File: src/rtl/uart_tx_fifo_drain.sv
// Purpose : 8N1 UART transmitter that pops bytes from a FIFO read port and sends them LSB first.
// Latency : start bit begins 1 clk after fifo_empty_i=0 is seen in IDLE; each frame is 10*BAUD_DIV clks.
// Backpress: consumer only; pops one byte per frame (fifo_rd_o pulse), idles with tx high while empty.
module uart_tx_fifo_drain #(
    parameter int unsigned BAUD_DIV = 10417
) (
    input  logic       clk_i,
    input  logic       rst_ni,
    input  logic [7:0] fifo_rdata_i,
    input  logic       fifo_empty_i,
    output logic       fifo_rd_o,
    output logic       tx_o,
    output logic       tx_busy_o,
    output logic       tx_done_o
);

    localparam int unsigned CNT_W = (BAUD_DIV > 1) ? $clog2(BAUD_DIV) : 1;
    localparam logic [CNT_W-1:0] BAUD_LAST = CNT_W'(BAUD_DIV - 1);
    // tx_done is a flop, so it is armed one clk before the last stop-bit clk
    localparam logic [CNT_W-1:0] BAUD_PRE  = CNT_W'(BAUD_DIV - 2);

    typedef enum logic [1:0] {IDLE, START, DATA, STOP} state_e;

    state_e           state_q, state_d;
    logic [CNT_W-1:0] baud_q, baud_d;
    logic [2:0]       bit_q, bit_d;
    logic [7:0]       shreg_q, shreg_d;
    logic             tx_q, tx_d;
    logic             rd_q, rd_d;
    logic             done_q, done_d;
    logic             bit_end;
    logic [2:0]       bit_nxt;

    assign bit_end = (baud_q == BAUD_LAST);
    assign bit_nxt = bit_q + 3'd1;

    // FSM state register
    always_ff @(posedge clk_i or negedge rst_ni) begin
        if (!rst_ni) begin
            state_q <= IDLE;
        end else begin
            state_q <= state_d;
        end
    end

    // FSM next-state: emptiness is only sampled in IDLE, so a pop is never based on a stale flag
    always_comb begin
        state_d = state_q;
        case (state_q)
            IDLE:  if (!fifo_empty_i)             state_d = START;
            START: if (bit_end)                   state_d = DATA;
            DATA:  if (bit_end && bit_q == 3'd7)  state_d = STOP;
            STOP:  if (bit_end)                   state_d = IDLE;
            default:                              state_d = IDLE;
        endcase
    end

    // Datapath next-state: baud/bit counters, latched byte and registered line/pop/done
    always_comb begin
        baud_d  = baud_q;
        bit_d   = bit_q;
        shreg_d = shreg_q;
        tx_d    = tx_q;
        rd_d    = 1'b0;
        done_d  = 1'b0;
        if (state_q == IDLE) begin
            baud_d = '0;
            tx_d   = 1'b1;
            if (!fifo_empty_i) begin
                // byte is captured here, so later head changes cannot corrupt the frame
                shreg_d = fifo_rdata_i;
                rd_d    = 1'b1;
                tx_d    = 1'b0;
            end
        end else begin
            baud_d = bit_end ? '0 : baud_q + CNT_W'(1);
            case (state_q)
                START: begin
                    if (bit_end) begin
                        bit_d = 3'd0;
                        tx_d  = shreg_q[0];
                    end
                end
                DATA: begin
                    if (bit_end) begin
                        if (bit_q == 3'd7) begin
                            tx_d = 1'b1;
                        end else begin
                            bit_d = bit_nxt;
                            tx_d  = shreg_q[bit_nxt];
                        end
                    end
                end
                STOP: begin
                    tx_d = 1'b1;
                    if (baud_q == BAUD_PRE) begin
                        done_d = 1'b1;
                    end
                end
                default: tx_d = 1'b1;
            endcase
        end
    end

    // Datapath registers; reset forces the line high at once and drops any partial frame
    always_ff @(posedge clk_i or negedge rst_ni) begin
        if (!rst_ni) begin
            baud_q  <= '0;
            bit_q   <= 3'd0;
            shreg_q <= 8'h00;
            tx_q    <= 1'b1;
            rd_q    <= 1'b0;
            done_q  <= 1'b0;
        end else begin
            baud_q  <= baud_d;
            bit_q   <= bit_d;
            shreg_q <= shreg_d;
            tx_q    <= tx_d;
            rd_q    <= rd_d;
            done_q  <= done_d;
        end
    end

    // FSM outputs
    always_comb begin
        tx_busy_o = (state_q != IDLE);
        tx_o      = tx_q;
        fifo_rd_o = rd_q;
        tx_done_o = done_q;
    end

endmodule

File: config.mk
export PLATFORM = sky130hd
export DESIGN_NAME = uart_tx_fifo_drain
export DESIGN_NICKNAME = d
export VERILOG_FILES = /design/src/rtl/uart_tx_fifo_drain.sv
export SDC_FILE = /design/constraint.sdc
export NUM_CORES = 1
export LEC_CHECK = 0
export CAP_MARGIN = 20
export CORE_ASPECT_RATIO = 1.2
export CORE_UTILIZATION = 55
export CTS_CLUSTER_SIZE = 10
export DETAILED_ROUTE_END_ITERATION = 12
export PLACE_DENSITY = 0.77
export RECOVER_POWER = 50
export SYNTH_ARGS = -nofsm -noshare
export SYNTH_HDL_FRONTEND = slang
export SYNTH_SLANG_ARGS = --single-unit
export TNS_END_PERCENT = 1
File: constraint.sdc
create_clock -name clk_i -period 4.6 [get_ports clk_i]
set_input_delay 0.46 -clock clk_i [delete_from_list [all_inputs] [get_ports clk_i]]
set_output_delay 0.46 -clock clk_i [all_outputs]
set_load 0.03 [all_outputs]
==> results.yml, run 1 <==
clock_network:
  post_cts_resize_count: 0
  clock_transition_at_the_registers_of_the_reported_paths_ps: 90
  clock_latency_ps: 330
  postCtsSetupRepairBufs: 0
  clock_path_buffers: 2
  cts_tree: "yes"
  clockRootBuffer: "sky130_fd_sc_hd__clkbuf_4"
  h-tree-depth: 2
  cts_hold_repair.buffers: 0
  clkSinkCount: 30
  tritoncts.num_buffers: 5
sta:
  slew-limit-headroom_pct: -3.02
  finalMaxSlewViolations: 31
  fin_crit_ps: 2390
  fin_worst_skew_ps: 8.31
  setup_violations: 0
  post-route-period-util_pct: 51.9
  totalNegativeSetupSlack_ps: 0
  finalHoldViolCount: 0
  grt_setup_unrepaired: "no"
  worst-slew-pin-transition_ps: 1550
  max_freq_ghz: 0.419
grt:
  grt_first_pass_wirelength_mm: 4.64
  globalRouteOverflowTotal: 0
  grt_util_overall_pct: 21.9
  initial_antenna_violation_count: 0
  grt_pass1_vias: 1122
  grt_max_degree: 31
floorplan:
  die-height_um: 59.8
  total_number_of_placement_rows: 20
  core_area_um2: 2580
  initial_utilization_pct: 59.3
  fp.dieArea_um2: 3000
  fp.dieW_um: 50.1
  io-pin-count: 15
placed_design:
  detailed_place_hpwl_mm: 2.02
  routabilityCongestion: 0.763
  port-buffer-count: 14
layout:
  drive_above_1_share_pct: 16.8
  syn_to_final_growth_pct: 16.2
  antenna_fix_cells: 0
  area_of_combinational_cells_with_multiple_inputs_um2: 734
  final.fill_count: 191
  num-nets-final: 174
  ff_latch_area_um2: 752
synth:
  postSynth.asyncResetShare_pct: 100
  synth.avg_cell_area_um2: 11.4
  yosys_warnings: 0
  synth_seq_cells: 30
  synth_cell_types: 29
  post_synth_edffs: 0
  post_synth_instance_area_um2: 1530
  yosysSeqAreaShare_pct: 49.2
  number_of_nets_in_the_synthesized_netlist: 154
  yosys_most_used_dff: "sky130_fd_sc_hd__dfrtp_1"
  post_synth_inst_count: 134
setup_path:
  crit_path_start_kind: "register"
  cpPeakStageDelay_ps: 700
  crit_path_end_kind: "primary output"
  timing.critical_path.buf_inv: 3
  worst_path_dominant_cell_family: "buffers and inverters"
  timing.critical_path.arrival_ps: 1930
  timing.setup.critical_path_class: "reg2out"
  crit_path_max_fanout: 5
  critPathMostFrequentCell: "sky130_fd_sc_hd__inv_1"
  worst_path_max_delay_cell: "sky130_fd_sc_hd__clkdlybuf4s50_1"
  critPathRequiredTime_ps: 4140
  critical_path.cell_chain: "inv_1 -> ha_1 -> inv_1 -> clkdlybuf4s50_1"
hold_path:
  hp-class: "reg2reg"
job:
  max_cap_viols: 1
detailed_routing:
  drt_drc_violations_left: 0
  post_drt_via_cell_ratio: 5.51
  antenna_left: 0
  first_drt_iteration_drcs: 16
  drtPass1Iterations: 4
  count_of_vias_placed_by_the_detailed_router: 1035
  wl_mm: 2.68
  wire_per_inst_um: 14.2
power_and_ir_drop:
  worst_ir_drop_vdd_uv: 235
  power.leakage_nw: 0.851
  cellPowerDensity_nw_per_um2: 271
  power.total_mw: 0.481
status:
  outcome: "complete, but fails checks"
  failing_checks: "max-capacitance violations, max-slew violations"
==> layout make-up <==
cell class | count | area share (%)
multi-input cells | 95 | 41.3
clock buffers | 8 | 4.44
repair buffers | 15 | 8.10
flip-flops and latches | 30 | 42.3
well taps | 33 | 2.32
inverters | 7 | 1.48
==> final timing paths <==
path,start,to,slack (ps),depth (start not counted)
setup / recovery,state_q[0],tx_busy_o,2210,4
hold / removal,bit_q[2],bit_q[2],500,1
setup reg to reg,bit_q[0],tx_o,2620,7
hold reg to reg,bit_q[2],bit_q[2],500,1
max in group asynchronous,rst_ni,shreg_q[5],2660,2
min in group asynchronous,rst_ni,baud_q[2],1030,2
==> Yosys cell counts (3+ instances only) <==
library cell / number / area, um^2
sky130_fd_sc_hd__nand3_1: 5 / 25.0
sky130_fd_sc_hd__xor2_1: 5 / 43.8
sky130_fd_sc_hd__nor2_1: 19 / 71.3
sky130_fd_sc_hd__dfrtp_1: 29 / 726
sky130_fd_sc_hd__mux2_2: 11 / 124
sky130_fd_sc_hd__inv_1: 7 / 26.3
sky130_fd_sc_hd__nand2_1: 9 / 33.8
sky130_fd_sc_hd__nand4_1: 3 / 18.8
sky130_fd_sc_hd__xnor2_1: 7 / 61.3
sky130_fd_sc_hd__nor3_1: 5 / 25.0
sky130_fd_sc_hd__and4_1: 3 / 26.3
sky130_fd_sc_hd__ha_1: 9 / 113
==> cell usage in the layout, fill, tap and decap left out, types with 3 or more instances in the layout <==
cell and count:
sky130_fd_sc_hd__clkbuf_8 3, sky130_fd_sc_hd__and4_1 3, sky130_fd_sc_hd__mux2_2 11, sky130_fd_sc_hd__nor3_1 5, sky130_fd_sc_hd__nor2_1 19, sky130_fd_sc_hd__clkdlybuf4s50_1 13
sky130_fd_sc_hd__nand3_1 5, sky130_fd_sc_hd__xor2_1 5, sky130_fd_sc_hd__dfrtp_1 29, sky130_fd_sc_hd__nand2_1 9, sky130_fd_sc_hd__clkbuf_4 5, sky130_fd_sc_hd__xnor2_1 7
sky130_fd_sc_hd__ha_1 9, sky130_fd_sc_hd__inv_1 7, sky130_fd_sc_hd__nand4_1 4
==> registers in the layout, summed over array words and instances, names as in the netlist <==
| name | cells |
|---|---|
| tx_o | 1 |
| tx_done_o | 1 |
| baud_q | 14 |
| shreg_q | 8 |
| state_q | 2 |
| fifo_rd_o | 1 |
| bit_q | 3 |
==> worst reg2reg max path, delay by kind of cell, from the launching register on <==
kind            cells  cell delay [ps]
fa+ha+maj           2              540
flops               1              450
compound gates      1              270
simple gates        2              240
mux                 2              380
==> power by group <==
group          internal (mW)  switching, mW  total [mW]
combinational         0.0114        0.00730      0.0187
sequential             0.267        0.00196       0.269
clock                  0.104         0.0893       0.194
==> stage by stage <==
| step | std cells | setup slack, ps | hold WS [ps] | utilization (%) | area [um^2] |
|---|---|---|---|---|---|
| after floorplan | 134 | 2810 | 164 | - | 1530 |
| after global placement | 180 | 2620 | 479 | 66.3 | 1710 |
| after detailed placement | 180 | 2560 | 478 | 66.3 | 1710 |
| after CTS | 188 | 2190 | 499 | 69.3 | 1790 |
| after global routing | 188 | 2090 | 509 | 68.9 | 1780 |
| final | 188 | 2210 | 500 | 68.9 | 1780 |
==> logic make-up (layout without fill, tap and decap cells) <==
logic type / count (synthesis) / count (layout) / synth area share [%]
buffers and inverters: 9 / 30 / 2.37
AOI/OAI and AO/OA: 8 / 8 / 4.26
DFF: 30 / 30 / 49.2
xor gates and xnor gates: 12 / 12 / 6.87
and+or+nand+nor: 52 / 52 / 17.8
adders and majority gates: 9 / 9 / 7.37
muxes: 14 / 14 / 12.2
==> per-layer routing <==
layer	global-route usage (%)	up-vias	share of wire, %
li1	-	503	-
met1	21.3	506	38
met2	41.9	19	56
met3	6.87	7	3.5
met4	9.80	0	2.0
met5	0	-	0
No activity file was read; power rests on OpenSTA's default activity.
==> inputs of run 2 (changes only) <==
--- a/config.mk
+++ b/config.mk
@@ -7,10 +7,10 @@
 export LEC_CHECK = 0
 export CAP_MARGIN = 20
 export CORE_ASPECT_RATIO = 1.2
-export CORE_UTILIZATION = 55
+export CORE_UTILIZATION = 50
 export CTS_CLUSTER_SIZE = 10
 export DETAILED_ROUTE_END_ITERATION = 12
-export PLACE_DENSITY = 0.77
+export PLACE_DENSITY = 0.74
 export RECOVER_POWER = 50
 export SYNTH_ARGS = -nofsm -noshare
 export SYNTH_HDL_FRONTEND = slang
==> constraint.sdc (replaced) <==
create_clock -name clk_i -period 2.1 [get_ports clk_i]
set_input_delay 0.21 -clock clk_i [delete_from_list [all_inputs] [get_ports clk_i]]
set_output_delay 0.21 -clock clk_i [all_outputs]
set_load 0.03 [all_outputs]
==> run 2 against run 1 <==
  * Largest cell class unchanged
  * Clock power up 84%
  * Die area up 9.6%
  * The flow still finishes with violations (max-capacitance violations, max-slew violations)
  * Worst setup slack worse by 2000 ps
  * Sequential share of layout area up 0.45 points
  * Register-to-register slack worse by 2400 ps
  * Cell count up 0.53%
  * Global-route usage down 1.0 points
  * Largest power group unchanged
  * Clock skew down 2.6 ps
  * Highest routed layer unchanged
==> results.yml, run 2 (synthesis results as in run 1) <==
sta:
  slew-limit-headroom_pct: -4.15
  setup_violations: 0
  worst-slew-pin-transition_ps: 1560
  grt_setup_unrepaired: "no"
  max_freq_ghz: 0.522
  finalHoldViolCount: 0
  finalMaxSlewViolations: 31
  post-route-period-util_pct: 91.3
  totalNegativeSetupSlack_ps: 0
  fin_worst_skew_ps: 5.70
  fin_crit_ps: 1920
hold_path:
  worst_hold_path.endpoint: "shreg_q[0]"
  hp-class: "in2reg"
  launch_instance_of_the_worst_min_delay_path: "fifo_rdata_i[0]"
  holdPathStages: 2
placed_design:
  port-buffer-count: 14
  routabilityCongestion: 0.805
  detailed_place_hpwl_mm: 1.98
power_and_ir_drop:
  clock_power_share_pct: 36.1
  cellPowerDensity_nw_per_um2: 561
  p_sw_mw: 0.215
  switching_share_pct: 21.8
  pwr-share-comb_pct: 4.1
  total_internal_power_mw: 0.772
  power.leakage_nw: 0.840
  p_seq_share_pct: 59.7
  worst_ir_drop_vdd_uv: 434
detailed_routing:
  wl_mm: 2.65
  drtPass1Iterations: 4
  antenna_left: 0
  count_of_vias_placed_by_the_detailed_router: 1038
  drt_drc_violations_left: 0
  wire_per_inst_um: 14.0
  first_drt_iteration_drcs: 20
  post_drt_via_cell_ratio: 5.49
setup_path:
  timing.setup.critical_path_class: "reg2reg"
  crit_path_start_kind: "register"
  r2r_end: "tx_o"
  critPathLaunch: "bit_q[0]"
  cpPeakStageDelay_ps: 440
  reg2reg_depth: 7
  r2r_slack_ps: 180
  timing.critical_path.arrival_ps: 2190
  critPathRequiredTime_ps: 2370
  worst_path_max_delay_cell: "sky130_fd_sc_hd__dfrtp_1"
  critPathMostFrequentCell: "sky130_fd_sc_hd__ha_1"
  crit_path_max_fanout: 5
  critical_path.cell_chain: "ha_1 -> ha_1 -> mux4_1 -> mux2_2 -> nand2_1 -> and4_1 -> o31ai_1"
  regToRegStartpoint: "bit_q[0]"
  timing.critical_path.buf_inv: 0
  crit_path_end_kind: "register"
  worst_path_dominant_cell_family: "multiplexers"
clock_network:
  h-tree-depth: 2
  clock_latency_ps: 340
  tritoncts.num_buffers: 5
  clockRootBuffer: "sky130_fd_sc_hd__clkbuf_4"
  cts_tree: "yes"
  cts_hold_repair.buffers: 0
  clock_transition_at_the_registers_of_the_reported_paths_ps: 90
  clkSinkCount: 30
  clock_path_buffers: 2
  post_cts_resize_count: 1
  postCtsSetupRepairBufs: 0
grt:
  initial_antenna_violation_count: 0
  grt_util_overall_pct: 20.9
  grt_max_degree: 31
  globalRouteOverflowTotal: 0
  grt_first_pass_wirelength_mm: 5.02
  grt_pass1_vias: 1175
layout:
  largest-register: "baud_q"
  max_ffs_per_register: 14
  syn_to_final_growth_pct: 15.0
  num-nets-final: 174
  reg.largest.list: "baud_q: 14 flops, shreg_q: 8 flops, bit_q: 3 flops"
  postLayoutCoreUtil_pct: 61.9
  layout_commonest_cell: "sky130_fd_sc_hd__dfrtp_1"
  antenna_fix_cells: 0
  drive_above_1_share_pct: 16.1
  final.fill_count: 254
  most_frequent_cells_in_the_layout: "sky130_fd_sc_hd__dfrtp_1 (29), sky130_fd_sc_hd__nor2_1 (19), sky130_fd_sc_hd__clkdlybuf4s50_1 (12), sky130_fd_sc_hd__mux2_2 (11)"
status:
  outcome: "complete, but fails checks"
  failing_checks: "max-capacitance violations, max-slew violations"
floorplan:
  die-height_um: 62.6
  io-pin-count: 15
  fp.dieArea_um2: 3280
  core_area_um2: 2840
  total_number_of_placement_rows: 21
  initial_utilization_pct: 53.9
  fp.dieW_um: 52.5
job:
  max_cap_viols: 1
==> run 2: power by group through the flow <==
| stage | Sequential, mW | Clock, mW | Combinational, mW |
|---|---|---|---|
| after floorplan | 0.599 | 0 | 0.0108 |
| after global placement | 0.601 | 0 | 0.0423 |
| after detailed placement | 0.601 | 0 | 0.0436 |
| after CTS | 0.590 | 0.362 | 0.0436 |
| after global routing | 0.591 | 0.395 | 0.0465 |
| final | 0.589 | 0.356 | 0.0407 |
==> run 2: cell type report <==
class	count	area, um^2	area share, %
sequential	30	752	42.8
multi-input combinational	95	734	41.8
timing repair buffer	15	143	8.11
clock buffer	7	55.1	3.13
tap	34	42.5	2.42
inverter	7	26.3	1.49
clock inverter	1	5.00	0.285
==> run 2: metal layers <==
| metal | track usage, % | routed length (um) | vias up |
|---|---|---|---|
| met3 | 7.79 | 122 | 6 |
| met5 | 0 | 0 | - |
| li1 | - | - | 501 |
| met4 | 7.89 | 51 | 0 |
| met1 | 23.4 | 1080 | 512 |
| met2 | 35.1 | 1400 | 19 |
==> run 2: metrics by stage <==
stage	setup WS [ps]	std cells	total power [mW]	hold slack [ps]	cell area (um^2)
floorplan	314	134	0.610	-85.6	1530
global placement	281	181	0.643	477	1710
detailed placement	180	181	0.645	472	1710
CTS	169	189	0.995	261	1770
global route	37.4	189	1.03	475	1760
finish	183	189	0.987	478	1760
==> run 2: worst max path at each step <==
stage                             to  depth (start not counted)
final                           tx_o                          7
after global routing      baud_q[11]                          2
after CTS                       tx_o                          7
after detailed placement        tx_o                          7
after global placement          tx_o                          7
after floorplan                 tx_o                          7
==> run 2: worst reg2reg max path: stages (launching register included) <==
cell                      delay [ps]
sky130_fd_sc_hd__dfrtp_1         440
sky130_fd_sc_hd__ha_1            220
sky130_fd_sc_hd__ha_1            320
sky130_fd_sc_hd__mux4_1          290
sky130_fd_sc_hd__mux2_2          270
sky130_fd_sc_hd__nand2_1          60
sky130_fd_sc_hd__and4_1          180
sky130_fd_sc_hd__o31ai_1          70
==> inputs of run 3 (changes only) <==
--- a/config.mk
+++ b/config.mk
@@ -5,12 +5,13 @@
 export SDC_FILE = /design/constraint.sdc
 export NUM_CORES = 1
 export LEC_CHECK = 0
+export ABC_AREA = 1
 export CAP_MARGIN = 20
 export CORE_ASPECT_RATIO = 1.2
-export CORE_UTILIZATION = 50
+export CORE_UTILIZATION = 51
 export CTS_CLUSTER_SIZE = 10
 export DETAILED_ROUTE_END_ITERATION = 12
-export PLACE_DENSITY = 0.74
+export PLACE_DENSITY_LB_ADDON = 0.12
 export RECOVER_POWER = 50
 export SYNTH_ARGS = -nofsm -noshare
 export SYNTH_HDL_FRONTEND = slang
==> run 3 against run 2 <==
  * The run now ends clean
  * First-iteration DRC count increased by 70%
  * Combinational power increased to 25 times the previous value
  * Non-clock buffer count increased by 1
  * Synthesized area increased by 7.9%
  * Hold slack got worse by 67 ps
  * Power increased by 130%
  * Critical path depth decreased by 3
  * Synthesized cell count increased by 54%
  * Clock power about the same
  * Maximum frequency increased by 4.8%
  * Cell count increased by 41%
  * Sequential share of layout area decreased by 3.1 points
  * Critical endpoint is now tx_busy_o
==> results.yml, run 3 <==
status:
  outcome: "completed"
setup_path:
  timing.critical_path.arrival_ps: 1620
  worst_setup_path_endpoint: "tx_busy_o"
  r2r_end: "baud_q[2]"
  cpPeakStageDelay_ps: 410
  critPathMostFrequentCell: "sky130_fd_sc_hd__inv_1"
  critPathRequiredTime_ps: 1890
  critical_path.cell_chain: "inv_1 -> ha_1 -> inv_1 -> dlygate4sd2_1"
  r2r_slack_ps: 410
  crit_path_end_kind: "primary output"
  reg2reg_depth: 8
  timing.setup.critical_path_class: "reg2out"
  worst_path_max_delay_cell: "sky130_fd_sc_hd__dfrtp_1"
  regToRegStartpoint: "state_q[0]"
  crit_path_start_kind: "register"
  critPathLaunch: "state_q[0]"
  crit_path_max_fanout: 6
synth:
  post_synth_edffs: 0
  yosys_warnings: 0
  yosysMostFrequentCell: "sky130_fd_sc_hd__nand2_1"
  top_cells_by_area_in_the_synthesized_netlist: "sky130_fd_sc_hd__dfrtp_1 (44%), sky130_fd_sc_hd__nand2_1 (15%), sky130_fd_sc_hd__ha_1 (6.8%), sky130_fd_sc_hd__inv_1 (5.9%), sky130_fd_sc_hd__nand3_1 (4.6%)"
  post_synth_inst_count: 207
  synth.top_cell.area_share_pct: 44.0
  yosys_most_used_dff: "sky130_fd_sc_hd__dfrtp_1"
  synth_seq_cells: 30
  post-synth-top-area-cell: "sky130_fd_sc_hd__dfrtp_1"
  yosysSeqAreaShare_pct: 45.6
  synth_cell_types: 29
  synth_commonest_cells: "sky130_fd_sc_hd__nand2_1 (64), sky130_fd_sc_hd__dfrtp_1 (29), sky130_fd_sc_hd__inv_1 (26)"
  post_synth_instance_area_um2: 1650
  number_of_nets_in_the_synthesized_netlist: 227
  postSynth.asyncResetShare_pct: 100
  synth.avg_cell_area_um2: 7.97
floorplan:
  fp.dieArea_um2: 3470
  core_area_um2: 3080
  total_number_of_placement_rows: 22
  die-height_um: 64.3
  io-pin-count: 15
  initial_utilization_pct: 53.5
  fp.dieW_um: 53.9
detailed_routing:
  drtPass1Iterations: 4
  wire_per_inst_um: 11.5
  first_drt_iteration_drcs: 34
  count_of_vias_placed_by_the_detailed_router: 1337
  antenna_left: 0
  post_drt_via_cell_ratio: 5.03
  wl_mm: 3.05
  drt_drc_violations_left: 0
layout:
  max_ffs_per_register: 14
  largest-register: "baud_q"
  drive_above_1_share_pct: 10.9
  num-nets-final: 249
  syn_to_final_growth_pct: 14.9
  antenna_fix_cells: 0
  layout.cells.non_filler: 266
  reg.largest.list: "baud_q: 14 flops, shreg_q: 8 flops, bit_q: 3 flops"
  most_frequent_cells_in_the_layout: "sky130_fd_sc_hd__nand2_1 (65), sky130_fd_sc_hd__dfrtp_1 (29), sky130_fd_sc_hd__inv_1 (26), sky130_fd_sc_hd__nor2_1 (17), sky130_fd_sc_hd__nand3_1 (15)"
  final.fill_count: 266
  layout_commonest_cell: "sky130_fd_sc_hd__nand2_1"
sta:
  worst-slew-pin-transition_ps: 719
  setup_violations: 0
  max_freq_ghz: 0.547
  finalMaxSlewViolations: 0
  totalNegativeSetupSlack_ps: 0
  post-route-period-util_pct: 87.1
  finalHoldViolCount: 0
  slew-limit-headroom_pct: 52.1
  fin_crit_ps: 1830
  fin_worst_skew_ps: 7.98
  worst_hold_slack_ps: 411
  postLayoutSetupSlackWorst_ps: 271
  grt_setup_unrepaired: "no"
power_and_ir_drop:
  p_sw_mw: 0.960
  worst_ir_drop_vdd_uv: 785
  total_internal_power_mw: 1.28
  p_seq_share_pct: 38.7
  pwr-share-comb_pct: 45.3
  cellPowerDensity_nw_per_um2: 1180
  power.leakage_nw: 0.960
  switching_share_pct: 42.9
  clock_power_share_pct: 16.0
placed_design:
  post-place-ws_ps: 366
  routabilityCongestion: 0.807
  port-buffer-count: 14
  dp_cells: 258
  detailed_place_hpwl_mm: 2.37
grt:
  grt_pass1_vias: 1314
  grt_util_overall_pct: 22.7
  grt_max_degree: 31
  grt_first_pass_wirelength_mm: 5.58
  initial_antenna_violation_count: 0
  globalRouteOverflowTotal: 0
job:
  max_cap_viols: 0
clock_network:
  clock_path_buffers: 2
  clkSinkCount: 30
  h-tree-depth: 2
  postCtsSetupRepairBufs: 0
  cts_hold_repair.buffers: 0
  clock_latency_ps: 330
  cts_tree: "yes"
  clock_transition_at_the_registers_of_the_reported_paths_ps: 90
  tritoncts.num_buffers: 5
  clockRootBuffer: "sky130_fd_sc_hd__clkbuf_4"
hold_path:
  hp-class: "in2reg"
==> run 3: cell count changes after synthesis, sizes merged, moves of 3 or more <==
cell | before | now
a21oi | 2 | 8
and4 | 3 | 0
inv | 7 | 29
mux2 | 11 | 0
nand2 | 9 | 69
nand3 | 5 | 16
o21ai | 2 | 7
xnor2 | 7 | 0
xor2 | 5 | 2
==> run 3: logic make-up (layout without fill, tap and decap cells) <==
logic type	count (synthesis)	in the layout	synth area share (%)
buf+inv	30	53	6.83
flops	30	30	45.6
xor+xnor	2	2	1.06
fa+ha+maj	9	9	6.83
simple gates	117	117	32.2
compound gates	19	19	7.44
==> run 3: what timing repair did <==
item	CTS	global route
hold endpoints to repair	0	0
resized for setup	1	0
setup endpoints to repair	1	0
==> run 3: area by class of cell <==
class                   instances  area [um^2]  area share (%)
well taps                      36         45.0            2.38
flip-flops and latches         30          752            39.7
inverters                      29          109            5.75
clock buffers                   7         55.1            2.91
repair buffers                 16          151            7.99
clock inverters                 1         5.00           0.264
multi-input cells             147          777            41.0
==> run 3: power groups by stage <==
stage / Sequential [mW] / Clock [mW] / Combinational (mW)
final: 0.866 / 0.359 / 1.01
after global placement: 0.868 / 0 / 1.01
after detailed placement: 0.878 / 0 / 1.04
after floorplan: 0.876 / 0 / 0.748
after CTS: 0.866 / 0.373 / 1.04
after global routing: 0.889 / 0.401 / 1.18
==> run 3: stage by stage <==
step,util (%),power [mW],instance area (um^2)
2_1_floorplan,-,1.62,1650
3_3_place_gp,59.9,1.88,1850
3_5_place_dp,59.9,1.92,1850
4_1_cts,61.8,2.28,1900
5_1_grt,61.4,2.47,1890
6_report,61.4,2.24,1890
==> run 3: worst min path at each step <==
| stage | start | to | slack, ps | depth (start not counted) |
|---|---|---|---|---|
| floorplan | rst_ni | baud_q[0] | -90 | 0 |
| global placement | shreg_q[1] | shreg_q[1] | 460 | 2 |
| detailed placement | shreg_q[5] | shreg_q[5] | 470 | 2 |
| CTS | rst_ni | baud_q[6] | 260 | 2 |
| global route | fifo_rdata_i[5] | shreg_q[5] | 400 | 3 |
| finish | fifo_rdata_i[3] | shreg_q[3] | 410 | 3 |
==> run 3: per-layer routing <==
layer | up-vias | GRT usage [%] | share of wire (%) | routed length [um]
met5 | - | 0 | 0 | 0
met4 | 0 | 9.87 | 2.0 | 60
met3 | 6 | 7.14 | 3.0 | 91
met2 | 18 | 34.7 | 47 | 1420
met1 | 615 | 28.5 | 48 | 1470
li1 | 698 | - | - | -
==> run 3: worst max-delay path, delay by kind of cell (launching register included) <==
family,cells,cell delay [ps]
buffers and inverters,3,600
DFF,1,410
adders and majority gates,1,280
